<file path="config.mk">
export PLATFORM = sky130hd
export DESIGN_NAME = pea_core_param
export DESIGN_NICKNAME = d
export VERILOG_FILES = /design/src/rtl/pea_core_param.sv
export SDC_FILE = /design/constraint.sdc
export NUM_CORES = 2
export LEC_CHECK = 0
export BUFFER_PORTS_ARGS = -buffer_cell sky130_fd_sc_hd__buf_2
export CAP_MARGIN = 20
export CELL_PAD_IN_SITES_DETAIL_PLACEMENT = 1
export CELL_PAD_IN_SITES_GLOBAL_PLACEMENT = 2
export CORE_AREA = 3 3 394 396
export CTS_BUF_LIST = sky130_fd_sc_hd__clkbuf_4 sky130_fd_sc_hd__clkbuf_8
export CTS_CLUSTER_SIZE = 30
export DETAILED_ROUTE_END_ITERATION = 6
export DIE_AREA = 0 0 397 399
export HOLD_SLACK_MARGIN = 0.08
export PLACE_DENSITY = 0.84
export SLEW_MARGIN = 10
export SYNTH_ARGS = -nofsm -noshare
export SYNTH_HDL_FRONTEND = slang
export SYNTH_SLANG_ARGS = --single-unit
</file>
<file path="constraint.sdc">
create_clock -name clk -period 18 [get_ports clk]
set_clock_uncertainty 0.05 [all_clocks]
set_input_delay 0 -clock clk [delete_from_list [all_inputs] [get_ports clk]]
set_output_delay 0 -clock clk [all_outputs]
set_load 0.02 [all_outputs]
</file>
<file path="src/rtl/pea_core_param.sv">
// Polynomial Evaluation Accelerator core: coefficient slots, Horner evaluation
// with one MAC per cycle, FWFT FIFO handshakes on all four token streams.
module pea_core_param #(
    parameter int unsigned word_size   = 16,
    parameter int unsigned buffer_size = 1024,
    parameter int unsigned NUM_SLOTS   = 8,
    parameter int unsigned MAX_DEGREE  = 10,
    parameter int unsigned B_W         = 5
) (
    input  logic                           clk,
    input  logic                           rst_n,
    input  logic [word_size-1:0]           command_in,
    input  logic [$clog2(buffer_size):0]   command_pop,
    output logic                           command_rd_en,
    input  logic [word_size-1:0]           data_in,
    input  logic [$clog2(buffer_size):0]   data_pop,
    output logic                           data_rd_en,
    input  logic [$clog2(buffer_size):0]   result_free_space,
    output logic                           result_wr_en,
    output logic [2*word_size-1:0]         result_out,
    input  logic [$clog2(buffer_size):0]   status_free_space,
    output logic                           status_wr_en,
    output logic [2*word_size-1:0]         status_out,
    output logic                           busy
);

    localparam int unsigned A_W   = $clog2(NUM_SLOTS);
    localparam int unsigned PW    = $clog2(buffer_size) + 1;
    localparam int unsigned RW    = 2 * word_size;
    localparam int unsigned D_W   = $clog2(MAX_DEGREE + 1);
    localparam int unsigned PAD_W = RW - 16 - A_W - B_W;

    localparam logic [7:0] OP_STP = 8'h01;
    localparam logic [7:0] OP_EVP = 8'h02;
    localparam logic [7:0] OP_EVB = 8'h03;
    localparam logic [7:0] OP_RST = 8'h04;

    localparam logic [7:0] ST_OK      = 8'd0;
    localparam logic [7:0] ST_BAD_OP  = 8'd1;
    localparam logic [7:0] ST_UNSET   = 8'd2;
    localparam logic [7:0] ST_BAD_DEG = 8'd3;
    localparam logic [7:0] ST_EVB_0   = 8'd4;

    typedef enum logic [2:0] {
        S_IDLE,
        S_DECODE,
        S_STP_LOAD,
        S_EV_FETCH,
        S_EV_CALC,
        S_EV_WRITE,
        S_STATUS
    } state_t;

    state_t                        state;
    logic [7:0]                    cmd_op;
    logic [A_W-1:0]                cmd_a;
    logic [B_W-1:0]                cmd_b;
    logic [D_W-1:0]                cnt;
    logic [B_W-1:0]                ev_cnt;
    logic signed [word_size-1:0]   x;
    logic signed [RW-1:0]          acc;
    logic [NUM_SLOTS-1:0]          deg_valid;
    logic [D_W-1:0]                deg [NUM_SLOTS];
    logic signed [word_size-1:0]   coef [NUM_SLOTS][MAX_DEGREE+1];

    logic [D_W-1:0]                slot_deg_c;
    logic signed [word_size-1:0]   coef_n_c;
    logic signed [word_size-1:0]   coef_k_c;
    logic signed [RW-1:0]          mac_c;
    logic                          bad_op_c;
    logic                          unset_c;
    logic                          bad_deg_c;
    logic                          evb_zero_c;

    function automatic logic [RW-1:0] status_word(input logic [7:0] code, input logic [7:0] op,
                                                  input logic [A_W-1:0] a, input logic [B_W-1:0] b);
        status_word = {code, op, PAD_W'(0), a, b};
    endfunction

    // Horner step operands and decode-time error checks
    always_comb begin
        slot_deg_c = deg[cmd_a];
        coef_n_c   = coef[cmd_a][slot_deg_c];
        coef_k_c   = coef[cmd_a][cnt];
        mac_c      = acc * RW'(x) + RW'(coef_k_c);
        bad_op_c   = !(cmd_op == OP_STP || cmd_op == OP_EVP || cmd_op == OP_EVB || cmd_op == OP_RST);
        unset_c    = (cmd_op == OP_EVP || cmd_op == OP_EVB) && !deg_valid[cmd_a];
        bad_deg_c  = (cmd_op == OP_STP) && (cmd_b > B_W'(MAX_DEGREE));
        evb_zero_c = (cmd_op == OP_EVB) && (cmd_b == '0);
    end

    // Coefficient storage survives reset; only the degree valid bits are cleared
    always_ff @(posedge clk) begin
        if (state == S_STP_LOAD) begin
            coef[cmd_a][cnt] <= data_in;
        end
    end

    always_ff @(posedge clk or negedge rst_n) begin
        if (!rst_n) begin
            state         <= S_IDLE;
            command_rd_en <= 1'b0;
            data_rd_en    <= 1'b0;
            result_wr_en  <= 1'b0;
            status_wr_en  <= 1'b0;
            result_out    <= '0;
            status_out    <= '0;
            busy          <= 1'b0;
            cmd_op        <= '0;
            cmd_a         <= '0;
            cmd_b         <= '0;
            cnt           <= '0;
            ev_cnt        <= '0;
            x             <= '0;
            acc           <= '0;
            deg_valid     <= '0;
            for (int i = 0; i < NUM_SLOTS; i++) begin
                deg[i] <= '0;
            end
        end else begin
            command_rd_en <= 1'b0;
            data_rd_en    <= 1'b0;
            result_wr_en  <= 1'b0;
            status_wr_en  <= 1'b0;
            case (state)
                S_IDLE: begin
                    if (command_pop != '0 && status_free_space != '0) begin
                        command_rd_en <= 1'b1;
                        cmd_op        <= command_in[word_size-1 -: 8];
                        cmd_a         <= command_in[A_W+B_W-1:B_W];
                        cmd_b         <= command_in[B_W-1:0];
                        busy          <= 1'b1;
                        state         <= S_DECODE;
                    end
                end
                S_DECODE: begin
                    if (bad_op_c || unset_c || bad_deg_c || evb_zero_c) begin
                        status_wr_en <= 1'b1;
                        status_out   <= status_word(bad_op_c  ? ST_BAD_OP  :
                                                    unset_c   ? ST_UNSET   :
                                                    bad_deg_c ? ST_BAD_DEG : ST_EVB_0,
                                                    cmd_op, cmd_a, cmd_b);
                        state        <= S_STATUS;
                    end else begin
                        case (cmd_op)
                            OP_STP: begin
                                if (data_pop >= PW'(cmd_b) + PW'(1)) begin
                                    data_rd_en <= 1'b1;
                                    cnt        <= '0;
                                    state      <= S_STP_LOAD;
                                end
                            end
                            OP_EVP: begin
                                if (data_pop != '0 && result_free_space != '0) begin
                                    data_rd_en <= 1'b1;
                                    ev_cnt     <= '0;
                                    state      <= S_EV_FETCH;
                                end
                            end
                            OP_EVB: begin
                                // all b arguments and all b result slots must be available up front
                                if (data_pop >= PW'(cmd_b) && result_free_space >= PW'(cmd_b)) begin
                                    data_rd_en <= 1'b1;
                                    ev_cnt     <= '0;
                                    state      <= S_EV_FETCH;
                                end
                            end
                            default: begin
                                deg_valid    <= '0;
                                status_wr_en <= 1'b1;
                                status_out   <= status_word(ST_OK, cmd_op, cmd_a, cmd_b);
                                state        <= S_STATUS;
                            end
                        endcase
                    end
                end
                S_STP_LOAD: begin
                    if (cnt == D_W'(cmd_b)) begin
                        deg[cmd_a]       <= D_W'(cmd_b);
                        deg_valid[cmd_a] <= 1'b1;
                        status_wr_en     <= 1'b1;
                        status_out       <= status_word(ST_OK, cmd_op, cmd_a, cmd_b);
                        state            <= S_STATUS;
                    end else begin
                        cnt        <= cnt + D_W'(1);
                        data_rd_en <= 1'b1;
                    end
                end
                S_EV_FETCH: begin
                    x   <= data_in;
                    acc <= RW'(coef_n_c);
                    if (slot_deg_c == '0) begin
                        result_out   <= RW'(coef_n_c);
                        result_wr_en <= 1'b1;
                        state        <= S_EV_WRITE;
                    end else begin
                        cnt   <= slot_deg_c - D_W'(1);
                        state <= S_EV_CALC;
                    end
                end
                S_EV_CALC: begin
                    acc <= mac_c;
                    if (cnt == '0) begin
                        result_out   <= mac_c;
                        result_wr_en <= 1'b1;
                        state        <= S_EV_WRITE;
                    end else begin
                        cnt <= cnt - D_W'(1);
                    end
                end
                S_EV_WRITE: begin
                    if (cmd_op == OP_EVB && ev_cnt != cmd_b - B_W'(1)) begin
                        ev_cnt     <= ev_cnt + B_W'(1);
                        data_rd_en <= 1'b1;
                        state      <= S_EV_FETCH;
                    end else begin
                        status_wr_en <= 1'b1;
                        status_out   <= status_word(ST_OK, cmd_op, cmd_a, cmd_b);
                        state        <= S_STATUS;
                    end
                end
                S_STATUS: begin
                    busy  <= 1'b0;
                    state <= S_IDLE;
                end
                default: begin
                    busy  <= 1'b0;
                    state <= S_IDLE;
                end
            endcase
        end
    end

endmodule

</file>
Word-level counts from Yosys, hierarchy flattened. Memory sizes are Yosys's and may differ from the RTL's. Cells that the tools add are included.

Add/subtract/negate cells: 7. $mul: 1. $lt $le $gt $ge: 11. Equal/unequal tests: 31. Muxes and demuxes: 80. Bitwise gates (word level): 5. Reduce and logical (&&, ||, !) cells: 43.

Operators with widths (count): 32-bit 2-to-1 mux (6); 176-bit 2-to-1 mux (1); 16-bit binary-select mux with 4-bit select (2); 32-bit one-hot mux with 2 select lines (2); 32-bit one-hot mux with 3 select lines (1); 16-bit 2-to-1 mux (5); 16-bit demux with 4-bit select (1); 11-bit nonzero test (4); 4-bit 2-to-1 mux (9); 3-bit 2-to-1 mux (11); 32-bit by 16-bit adder with 32-bit output (1); 32-bit bitwise mux (1); 32-bit by 16-bit multiplier with 32-bit output (1); 8-bit 2-to-1 mux (3); 2-bit != test, second input constant (12); 11-bit by 5-bit >= comparator with 1-bit output (2); 5-bit 2-to-1 mux (4); 5-bit one-hot mux with 2 select lines (2); 1-bit 2-to-1 mux (19); 3-bit one-hot mux with 6 select lines (1); 8-bit by 2-bit equality test with 1-bit output, second input constant (2); 4-bit one-hot mux with 4 select lines (1); 8-bit one-hot mux with 2 select lines (1); 4-bit binary-select mux with 3-bit select (1); 49 further kinds (85).

Bits in registers: 185. Bits in writable memories: 1408. Output and inout port bits: 69. Word-level logic and storage cells: 203. Memories kept: 1.

Memory list: coef (words 8, width 176, read ports 1, clocked after memory_dff 0, write ports 1, RTL line 64) `logic signed [word_size-1:0] coef [NUM_SLOTS][MAX_DEGREE+1];`.

Depth between registers and ports, before layout.
Depth after elaboration: 10. Depth in mapped cells: 32.

Worst setup path before layout. Ideal clock, no wire load.

Kind: flip-flop to flip-flop. From: register cmd_a[2]. To: register result_out[31]. Setup time: 0.087 ns. Arrival time: 6.915 ns. Slack: 10.948 ns. Stages on the path, launching flop included: 29. Cell sequence: dfrtp_1 buf_6 buf_6 buf_6 buf_8 buf_6 buf_2 buf_4 buf_4 mux4_2 a221oi_1 o221ai_1 a211o_1 ha_1 fa_1 fa_1 fa_1 inv_1 fa_1 inv_1 ha_1 a21oi_1 o21ai_0 a221oi_1 o21ai_0 o21bai_1 a221oi_1 xnor3_1 a211oi_2.

Word-level cells in the longest chain between the ends: 10. Elaborated cells on any way between the ends: 19.

Ends and longest elaborated chain: start, declared (RTL line 56) `logic [A_W-1:0] cmd_a;`; start signal, assigned (RTL line 130) `cmd_a <= command_in[A_W+B_W-1:B_W];`; parallel branches: the longest is 10 deep, another holds memory read 8 x 176 bit; end signal, assigned (RTL line 193) `result_out <= RW'(coef_n_c);`; end signal, assigned (RTL line 204) `result_out <= mac_c;`; end, declared (RTL line 20) `output logic [2*word_size-1:0] result_out,`.

Parallel ways; which one is timed is not known. The select of a mux whose other input is x is not followed. A chain may end at the register's enable or synchronous reset.

Final worst setup path.
From: register cmd_a[1]. To: register result_out[31].

The elaborated chain is that of the path after synthesis.

==> reports/metrics.cfg <==
[clock_network]
cts_buffer_depth = 4
cts_tree = built
clock_latency_ns = 1.02
numCtsBuffers = 281
cts_setup_buffers = 0
cts_root_buffer = clkbuf_8
clkSinkCount = 1580
htree_levels = 5
clk_pin_slew_ns = 0.06

[setup_path]
cp_data_required_time_ns = 18.80
cp_max_fo = 40
reg2reg_from = cmd_a[1]
crit_path_end_kind = flop
crit_path_start_kind = flop
max_stage_delay_ns = 0.85
crit_path_start = cmd_a[1]
crit_family = compound AO/OA/AOI/OAI gates
cp_slowest_cell = dfrtp_4
reg2reg_depth = 26
crit_buf_inv = 6
path_class = reg2reg
cp.arrival_ns = 11.40
cp_common_cell = fa_1
cp.depth = 26

[sta]
hold_violations = 0
maxSlewViolCount = 0
setup_slack_ns = 7.407
max_freq_mhz = 94.40
fin_setup_tns_ns = 0
period_share = 0.5885
post-route-min-period_ns = 10.59
finalSetupViolations = 0
rsz0062_at_grt = no
max_slew_margin = 0.1084
tightest_slew_ns = 1.337

[place]
dpl.hpwl_um = 174400
io_buffer_count = 133
pre_cts_slack_ns = 7.729
place_congestion = 0.9538

[global_routing]
antenna_found_initial = 14
grt_pass1_wl_um = 396000
grt_max_degree = 108
track_usage = 0.3470
grt_pass1_vias = 55160
grt-ovfl-total = 0

[floorplan]
die_w_um = 397
die_y_um = 399
die-area_mm2 = 0.1584
core_area_mm2 = 0.1519
ios = 147
row_count = 143
start_util = 0.5097

[yosys]
syn_area_per_cell_um2 = 14.05
ys_types = 95
yosysSeqAreaShare = 0.6016
synthFlopType = edfxtp_1
synth_common_cells = edfxtp_1 (1408), nand2_1 (533), inv_1 (417)
syn_inst = 5510
synth_warnings = 0
synth_top_cell_area_share = 0.5460
async_flop_share = 0.1089
synth_top_area_cell = edfxtp_1
synth_edf_count = 1408
syn-cell-area_mm2 = 0.07743
yosys-top-cells-area = edfxtp_1 (55%), fa_1 (8.7%), dfrtp_1 (5.6%)
yosysMostFrequentCell = edfxtp_1
ys_ff_latch = 1580

[cells_and_area]
fillers = 14590
drive_gt1_frac = 0.1806
area_growth_syn_to_layout_pct = 12.56
nets = 6416

[route]
vias = 52350
vias_per_cell = 6.454
first_iter_violations = 6790
ant_nets = 0
firstDrtPassIters = 7
drc = 0
drt-total-wl_um = 274200
post_drt_wl_per_cell_um = 33.80

[worst_hold_path]
hold_path.class = in2async

[flow_run]
cap_violations = 0

[run_status]
status = completed

## stage by stage
step,hold WS (ns),area [um2],utilization,instances
6_report,0.1743,87160,0.5738,8111
2_1_floorplan,-0.3456,77480,-,5522
3_3_place_gp,0.1088,80470,0.5298,7523
3_5_place_dp,0.1236,80530,0.5301,7527
4_1_cts,0.1245,86900,0.5720,8091
5_1_grt,0.2070,87150,0.5737,8106
## flip-flops by register name (all words and copies together) (netlist names)
register / flops
coef: 1408
acc: 32
deg: 32
result_out: 32
status_out: 19
x: 16
cmd_op: 8
deg_valid: 8
cmd_b: 5
ev_cnt: 5
cnt: 4
cmd_a: 3
state: 3
busy: 1
command_rd_en: 1
data_rd_en: 1
result_wr_en: 1
status_wr_en: 1
## cell usage in the layout, fill, tap and decap left out, drive strengths merged, types with 135 or more instances in the layout
cell type / count
and2: 172
a22oi: 145
nor2: 312
mux2i: 154
buf: 342
mux2: 195
a221oi: 165
edfxtp: 1408
o21ai: 135
fa: 335
nand2: 533
inv: 421
clkbuf: 399
dfrtp: 172
## metal layers
layer,global-route usage,up-vias,part of all wire
met5,0,-,0.00011
met4,0.1928,4,0.063
met3,0.08205,803,0.11
met2,0.5349,3268,0.46
met1,0.4562,27180,0.37
li1,-,21100,-
## cell families after synthesis
logic type | Yosys count | share of synthesized area
DFF | 1580 | 0.6016
and+or+nand+nor | 1214 | 0.07037
AOI/OAI and AO/OA | 968 | 0.09335
buffers and inverters | 778 | 0.04486
adders and majority gates | 457 | 0.1063
muxes | 438 | 0.07488
xor gates and xnor gates | 74 | 0.008548
other | 1 | 0.00004843
## final timing paths
| path | slack (ns) | endpoint |
|---|---|---|
| hold / removal | 0.17 | status_wr_en |
| min in group clk | 0.26 | cmd_b[3] |
| setup / recovery | 7.41 | result_out[31] |
| setup reg to reg | 7.41 | result_out[31] |
| hold reg to reg | 0.42 | result_out[8] |
| max in group asynchronous | 16.82 | cmd_a[0] |
## worst register-to-register path, stage by stage (launching register included)
cell      delay, ns
dfrtp_4        0.85
buf_4          0.64
buf_4          0.64
nor2b_4        0.73
buf_4          0.60
a221o_1        0.32
a22oi_1        0.19
a211oi_1       0.55
o21ai_1        0.11
o311a_2        0.28
inv_1          0.47
ha_1           0.36
fa_1           0.53
fa_1           0.44
fa_1           0.55
inv_1          0.05
fa_1           0.48
inv_1          0.05
ha_1           0.34
a21oi_1        0.20
o21ai_0        0.14
a221oi_1       0.46
o21ai_0        0.16
o21bai_1       0.25
a221oi_1       0.38
xnor3_1        0.41
a211oi_2       0.22
## cell type report
| type | count | area (um2) | area share |
|---|---|---|---|
| Clock buffer | 397 | 4832 | 0.05544 |
| Antenna cell | 6 | 15.01 | 0.0001723 |
| Inverter | 423 | 1595 | 0.01830 |
| Timing Repair Buffer | 431 | 3455 | 0.03964 |
| Clock inverter | 80 | 594.3 | 0.006819 |
| Multi-Input combinational cell | 3164 | 27530 | 0.3158 |
| Sequential cell | 1580 | 46600 | 0.5346 |
| Tap cell | 2030 | 2540 | 0.02914 |
## repair_timing
item,4_1_cts,5_1_grt
resized for setup,0,0
hold buffers,87,6
hold endpoints to repair,1622,128
Power is left out: the tool's default activity adds up to more than one toggle a clock period on the data nets, which glitch-free logic cannot reach.
